**src/rtl/reg_init_sequencer_if.sv**
```systemverilog
// reg_init_sequencer_if: config, sample and downstream-register signals of the init sequencer
interface reg_init_sequencer_if #(
  parameter int XW = 3,
  parameter int YW = 8
);
  logic          cfg_valid, cfg_ready, cfg_sel, cfg_commit, cfg_err;
  logic [YW-1:0] cfg_data;
  logic          in_valid, in_ready;
  logic [XW-1:0] in_x;
  logic [YW-1:0] in_y;
  logic [XW-1:0] x_init, x_in;
  logic [YW-1:0] y_init, y_in;
  logic          dn_rst, out_fresh;
  modport master (
    output cfg_valid, cfg_sel, cfg_data, cfg_commit, in_valid, in_x, in_y,
    input  cfg_ready, cfg_err, in_ready, x_init, y_init, dn_rst, x_in, y_in, out_fresh
  );
  modport slave (
    input  cfg_valid, cfg_sel, cfg_data, cfg_commit, in_valid, in_x, in_y,
    output cfg_ready, cfg_err, in_ready, x_init, y_init, dn_rst, x_in, y_in, out_fresh
  );
endinterface

```
**src/rtl/reg_init_sequencer.sv**
```systemverilog
// reg_init_sequencer: staged/atomic init-value commit with timed dn_rst pulse and a sample FIFO
module reg_init_sequencer #(
  parameter int            XW         = 3,
  parameter int            YW         = 8,
  parameter logic [XW-1:0] X_RST      = '0,
  parameter logic [YW-1:0] Y_RST      = '0,
  parameter int            RST_CYCLES = 2,
  parameter int            DEPTH      = 4
) (
  input logic clk,
  input logic rst,
  reg_init_sequencer_if.slave bus
);
  localparam int AW = $clog2(DEPTH);
  localparam int CW = $clog2(RST_CYCLES + 1);
  typedef enum logic [1:0] {IDLE, APPLY, PULSE} state_t;
  state_t           state;
  logic [CW-1:0]    cnt;
  logic [XW-1:0]    stg_x;
  logic [YW-1:0]    stg_y;
  logic             dirty_x, dirty_y;
  logic [XW+YW-1:0] mem [DEPTH];
  logic [AW:0]      wp, rp;
  logic             wr_x, wr_y, go, push, pop, empty, full;
  // cfg_ready is only high in IDLE, so accepted writes imply IDLE
  assign wr_x  = bus.cfg_valid && bus.cfg_ready && !bus.cfg_sel;
  assign wr_y  = bus.cfg_valid && bus.cfg_ready && bus.cfg_sel;
  assign go    = state == IDLE && bus.cfg_commit && (dirty_x || wr_x) && (dirty_y || wr_y);
  assign empty = wp == rp;
  assign full  = wp == {~rp[AW], rp[AW-1:0]};
  assign push  = bus.in_valid && !full;
  assign pop   = !empty && state != PULSE;
  assign bus.in_ready = !full;
  always_ff @(posedge clk or negedge rst)
    if (!rst) begin
      state         <= PULSE;
      cnt           <= CW'(RST_CYCLES - 1);
      bus.dn_rst    <= 1'b1;
      bus.cfg_ready <= 1'b0;
      bus.cfg_err   <= 1'b0;
      bus.x_init    <= X_RST;
      bus.y_init    <= Y_RST;
      stg_x         <= '0;
      stg_y         <= '0;
      dirty_x       <= 1'b0;
      dirty_y       <= 1'b0;
    end else begin
      bus.cfg_err <= state == IDLE && bus.cfg_commit && !go;
      if (wr_x) begin
        stg_x   <= bus.cfg_data[XW-1:0];
        dirty_x <= 1'b1;
      end
      if (wr_y) begin
        stg_y   <= bus.cfg_data;
        dirty_y <= 1'b1;
      end
      case (state)
        IDLE: if (go) begin
          state         <= APPLY;
          bus.cfg_ready <= 1'b0;
        end
        APPLY: begin
          bus.x_init <= stg_x;
          bus.y_init <= stg_y;
          dirty_x    <= 1'b0;
          dirty_y    <= 1'b0;
          state      <= PULSE;
          cnt        <= CW'(RST_CYCLES - 1);
          bus.dn_rst <= 1'b1;
        end
        PULSE: if (cnt == '0) begin
          state         <= IDLE;
          bus.dn_rst    <= 1'b0;
          bus.cfg_ready <= 1'b1;
        end else cnt <= cnt - 1'b1;
        default: state <= IDLE;
      endcase
    end
  always_ff @(posedge clk)
    if (push) mem[wp[AW-1:0]] <= {bus.in_x, bus.in_y};
  always_ff @(posedge clk or negedge rst)
    if (!rst) begin
      wp            <= '0;
      rp            <= '0;
      bus.x_in      <= '0;
      bus.y_in      <= '0;
      bus.out_fresh <= 1'b0;
    end else begin
      bus.out_fresh <= pop;
      if (push) wp <= wp + 1'b1;
      if (pop) begin
        {bus.x_in, bus.y_in} <= mem[rp[AW-1:0]];
        rp                   <= rp + 1'b1;
      end
    end
endmodule

```
**src/flat_wrapper.sv**
```systemverilog
// flat-port wrapper written by rule: the top's interface ports become plain ports
module reg_init_sequencer_flat 
#(
  parameter int            XW         = 3,
  parameter int            YW         = 8,
  parameter logic [XW-1:0] X_RST      = '0,
  parameter logic [YW-1:0] Y_RST      = '0,
  parameter int            RST_CYCLES = 2,
  parameter int            DEPTH      = 4
)
  (clk, rst, bus_cfg_valid, bus_cfg_sel, bus_cfg_data, bus_cfg_commit, bus_in_valid, bus_in_x, bus_in_y, bus_cfg_ready, bus_cfg_err, bus_in_ready, bus_x_init, bus_y_init, bus_dn_rst, bus_x_in, bus_y_in, bus_out_fresh);
  reg_init_sequencer_if #(.XW(XW), .YW(YW)) bus_i ();
  input logic clk;
  input logic rst;
  input wire logic [$bits(bus_i.cfg_valid)-1:0] bus_cfg_valid;
  input wire logic [$bits(bus_i.cfg_sel)-1:0] bus_cfg_sel;
  input wire logic [$bits(bus_i.cfg_data)-1:0] bus_cfg_data;
  input wire logic [$bits(bus_i.cfg_commit)-1:0] bus_cfg_commit;
  input wire logic [$bits(bus_i.in_valid)-1:0] bus_in_valid;
  input wire logic [$bits(bus_i.in_x)-1:0] bus_in_x;
  input wire logic [$bits(bus_i.in_y)-1:0] bus_in_y;
  output wire logic [$bits(bus_i.cfg_ready)-1:0] bus_cfg_ready;
  output wire logic [$bits(bus_i.cfg_err)-1:0] bus_cfg_err;
  output wire logic [$bits(bus_i.in_ready)-1:0] bus_in_ready;
  output wire logic [$bits(bus_i.x_init)-1:0] bus_x_init;
  output wire logic [$bits(bus_i.y_init)-1:0] bus_y_init;
  output wire logic [$bits(bus_i.dn_rst)-1:0] bus_dn_rst;
  output wire logic [$bits(bus_i.x_in)-1:0] bus_x_in;
  output wire logic [$bits(bus_i.y_in)-1:0] bus_y_in;
  output wire logic [$bits(bus_i.out_fresh)-1:0] bus_out_fresh;
  assign bus_i.cfg_valid = bus_cfg_valid;
  assign bus_i.cfg_sel = bus_cfg_sel;
  assign bus_i.cfg_data = bus_cfg_data;
  assign bus_i.cfg_commit = bus_cfg_commit;
  assign bus_i.in_valid = bus_in_valid;
  assign bus_i.in_x = bus_in_x;
  assign bus_i.in_y = bus_in_y;
  assign bus_cfg_ready = bus_i.cfg_ready;
  assign bus_cfg_err = bus_i.cfg_err;
  assign bus_in_ready = bus_i.in_ready;
  assign bus_x_init = bus_i.x_init;
  assign bus_y_init = bus_i.y_init;
  assign bus_dn_rst = bus_i.dn_rst;
  assign bus_x_in = bus_i.x_in;
  assign bus_y_in = bus_i.y_in;
  assign bus_out_fresh = bus_i.out_fresh;
  reg_init_sequencer #(.XW(XW), .YW(YW), .X_RST(X_RST), .Y_RST(Y_RST), .RST_CYCLES(RST_CYCLES), .DEPTH(DEPTH)) u_core (.clk(clk), .rst(rst), .bus(bus_i));
endmodule
```
**config.mk**
```make
export PLATFORM = sky130hd
export DESIGN_NAME = reg_init_sequencer_flat
export DESIGN_NICKNAME = d
export VERILOG_FILES = /design/src/rtl/reg_init_sequencer_if.sv /design/src/rtl/reg_init_sequencer.sv /design/src/flat_wrapper.sv
export SDC_FILE = /design/constraint.sdc
export NUM_CORES = 1
export LEC_CHECK = 0
export CAP_MARGIN = 5
export CORE_AREA = 2 2 86 88
export DETAILED_ROUTE_END_ITERATION = 7
export DIE_AREA = 0 0 88 90
export GPL_ROUTABILITY_DRIVEN = 0
export HOLD_SLACK_MARGIN = 0.05
export PLACE_DENSITY = 0.84
export REMOVE_ABC_BUFFERS = 1
export SLEW_MARGIN = 20
export SYNTH_ARGS = -nofsm -noshare
export SYNTH_HDL_FRONTEND = slang
export SYNTH_SLANG_ARGS = --single-unit
```
**constraint.sdc**
```tcl
create_clock -name clk -period 2.61 [get_ports clk]
set_input_delay 0.261 -clock clk [delete_from_list [all_inputs] [get_ports clk]]
set_output_delay 0.261 -clock clk [all_outputs]
set_load 0.01 [all_outputs]
```
==> qor.yml <==
status: "complete, no violations"
antenna_found_initial: 0
numCtsBuffers: 9
die_y_um: 90
synth_area_per_cell_um2: 18.3
timing.rr.start: "u_core.wp[1]$_DFFE_PN0P_"
leakagePower_uw: 0.00177
setup_viol: 0
worst_hold_path_type: "register to register"
r2r-end: "u_core.mem[2][3]$_DFFE_PP_"
synth_area_leaders: "edfxtp_1 36%, dfrtp_1 31%, mux2_2 8.6%"
finClkSkew_ns: 0.0107
power_uw: 5620
drt_iter0_drc: 163
setup_tns_ns: 0
clockBufferDepth: 2
vias: 1877
dpl.hpwl_um: 4240
slew-limit-headroom_pct: 56.9
synth.distinct_cells: 35
ys_ff_latch: 93
rows: 31
die_area_um2: 7920
seq_area_frac_synth_pct: 69.2
start_kind: "register"
cts_setup_buffers: 0
power_density_nw_per_um2: 1240
boundaryPins: 52
slew_violations: 0
syn_to_final_growth_pct: 22.9
numPortBuffers: 51
ir_worst_vdd_mv: 0.771
cts.sinks: 93
period_minus_slack_ns: 2.03
drive_above_1_share_pct: 27.0
timing_hold_violations_final: 0
synth_edf_count: 44
htreeDepth: 3
timing.fmax_mhz: 492
crit_start: "u_core.wp[1]$_DFFE_PN0P_"
end_kind: "primary output"
syn_area_um2: 3690
coreArea_um2: 7020
holdCritStartpoint: "u_core.bus.dn_rst$_DFFE_PN1P_"
synth_common_cells: "46 x dfrtp_1, 44 x edfxtp_1, 28 x mux2_2, 10 x mux4_2, 9 x inv_1"
syn_inst: 201
clk_latency_ns: 0.35
worstPathRequired_ns: 2.35
grt_pass1_wl_um: 10500
clkTransAtPathRegs_ns: 0.09
synthMostInstantiatedCell: "dfrtp_1"
grt_pass1_vias: 2013
synth_warnings: 0
nets: 296
ant_nets: 0
netlist.area_leader.share_pct: 35.8
grt_max_degree: 50
drc: 0
ctsRootBufferMaster: "clkbuf_8"
worst-path-max-fanout: 5
synthArstFlopShare_pct: 52.7
vias_per_cell: 5.09
diodes: 0
r2r_cells: 3
yosys.area.top_type: "edfxtp_1"
r2r_slack_ns: 0.68
chipWidth_um: 88
grt_remaining_overflow: 0
dr.pass1.iters: 4
worst_slew_pin_slew_ns: 0.646
rsz0062_at_grt: "false"
wl_per_cell_um: 17.4
initial_core_util_pct: 52.5
cts_tree: "done"
fin_crit_sh_pct: 77.9
cap_viol_max_count: 0
critPathKind: "register to primary output"
grt_usage_pct: 18.1
endpoint: "bus_in_ready"
synth_ff_type: "dfrtp_1"
arrival_ns: 1.77
drt_wl_total_um: 6420
-- per-stage QoR --
step                area [um^2]  worst slack, ns  hold WS (ns)  util [%]  std cells
global placement           4320            0.674         0.400      61.5        352
detailed placement         4320            0.634         0.413      61.5        352
floorplan                  3650            0.414       -0.0346         -        197
global route               4530            0.491         0.506      64.6        369
CTS                        4530            0.567         0.482      64.6        369
finish                     4530            0.577         0.479      64.6        369
-- registers in the layout (all words and copies together) (netlist names), 2 cells and up --
register / cells
u_core.cnt: 2
u_core.stg_x: 3
u_core.rp: 3
u_core.state: 2
u_core.bus.x_in: 3
u_core.bus.y_init: 8
u_core.bus.x_init: 3
u_core.mem: 44
u_core.stg_y: 8
u_core.bus.y_in: 8
u_core.wp: 3
-- worst min-delay path by stage --
| stage | end | slack (ns) | depth (start not counted) |
|---|---|---|---|
| floorplan | u_core.bus.cfg_err$_DFF_PN0_ | -0.03 | 0 |
| global placement | u_core.bus.cfg_err$_DFF_PN0_ | 0.40 | 2 |
| detailed placement | u_core.bus.cfg_err$_DFF_PN0_ | 0.41 | 2 |
| CTS | u_core.bus.dn_rst$_DFFE_PN1P_ | 0.48 | 2 |
| global route | u_core.bus.dn_rst$_DFFE_PN1P_ | 0.51 | 2 |
| finish | u_core.bus.dn_rst$_DFFE_PN1P_ | 0.48 | 2 |
-- critical path: stages (launching register included) --
cell and delay [ns]:
dfrtp_1 0.46, xnor2_2 0.34, nand3_1 0.13, clkdlybuf4s50_1 0.50
-- power breakdown --
| group | internal (uW) | total [uW] | leakage, uW | switching [uW] |
|---|---|---|---|---|
| registers | 2120 | 2420 | 0.000984 | 296 |
| clock network | 492 | 979 | 0.000100 | 487 |
| logic | 1280 | 2230 | 0.000687 | 945 |
-- layout make-up --
class	instances	area, um^2
clock inverters	4	46.3
inverters	9	33.8
repair buffers	57	553
fillers	487	2490
multi-input cells	95	1070
clock buffers	12	155
well taps	99	124
flip-flops and latches	93	2550
-- per-layer routing --
layer,routed length (um),track usage [%],vias up
li1,-,-,874
met1,2890,24.3,965
met2,3300,29.4,29
met4,105,6.54,0
met5,0,0,-
met3,126,3.31,9
-- layout by cell type, fill, tap and decap left out, types with 2 or more instances in the layout --
| master | count |
|---|---|
| nand3_1 | 2 |
| dfstp_2 | 3 |
| ha_1 | 6 |
| xnor2_1 | 2 |
| mux2_2 | 28 |
| nor2b_1 | 3 |
| and2_1 | 4 |
| mux4_2 | 10 |
| nor2_1 | 3 |
| a21oi_1 | 4 |
| nand2_1 | 3 |
| xnor2_2 | 2 |
| dfrtp_1 | 46 |
| buf_4 | 5 |
| clkbuf_8 | 11 |
| xor2_1 | 4 |
| a31oi_1 | 2 |
| nor3_1 | 2 |
| edfxtp_1 | 44 |
| mux2_4 | 7 |
| clkdlybuf4s50_1 | 50 |
| inv_1 | 9 |
-- timing repair --
item,4_1_cts,5_1_grt
hold buffers,1,0
hold endpoints to repair,46,0
endpoints found under the setup margin,0,0
gates resized for setup,0,0
-- cell families after synthesis --
logic type               Yosys count  share of synthesized area, %
multiplexers                      47                          18.5
AND/OR/NAND/NOR                   20                          2.99
adder cells (fa/ha/maj)            6                          2.04
XOR/XNOR                           8                          2.31
AO/OA/AOI/OAI                     14                          3.12
buffers and inverters             13                          1.83
flip-flops                        93                          69.2
No activity file was read; power rests on OpenSTA's default activity.
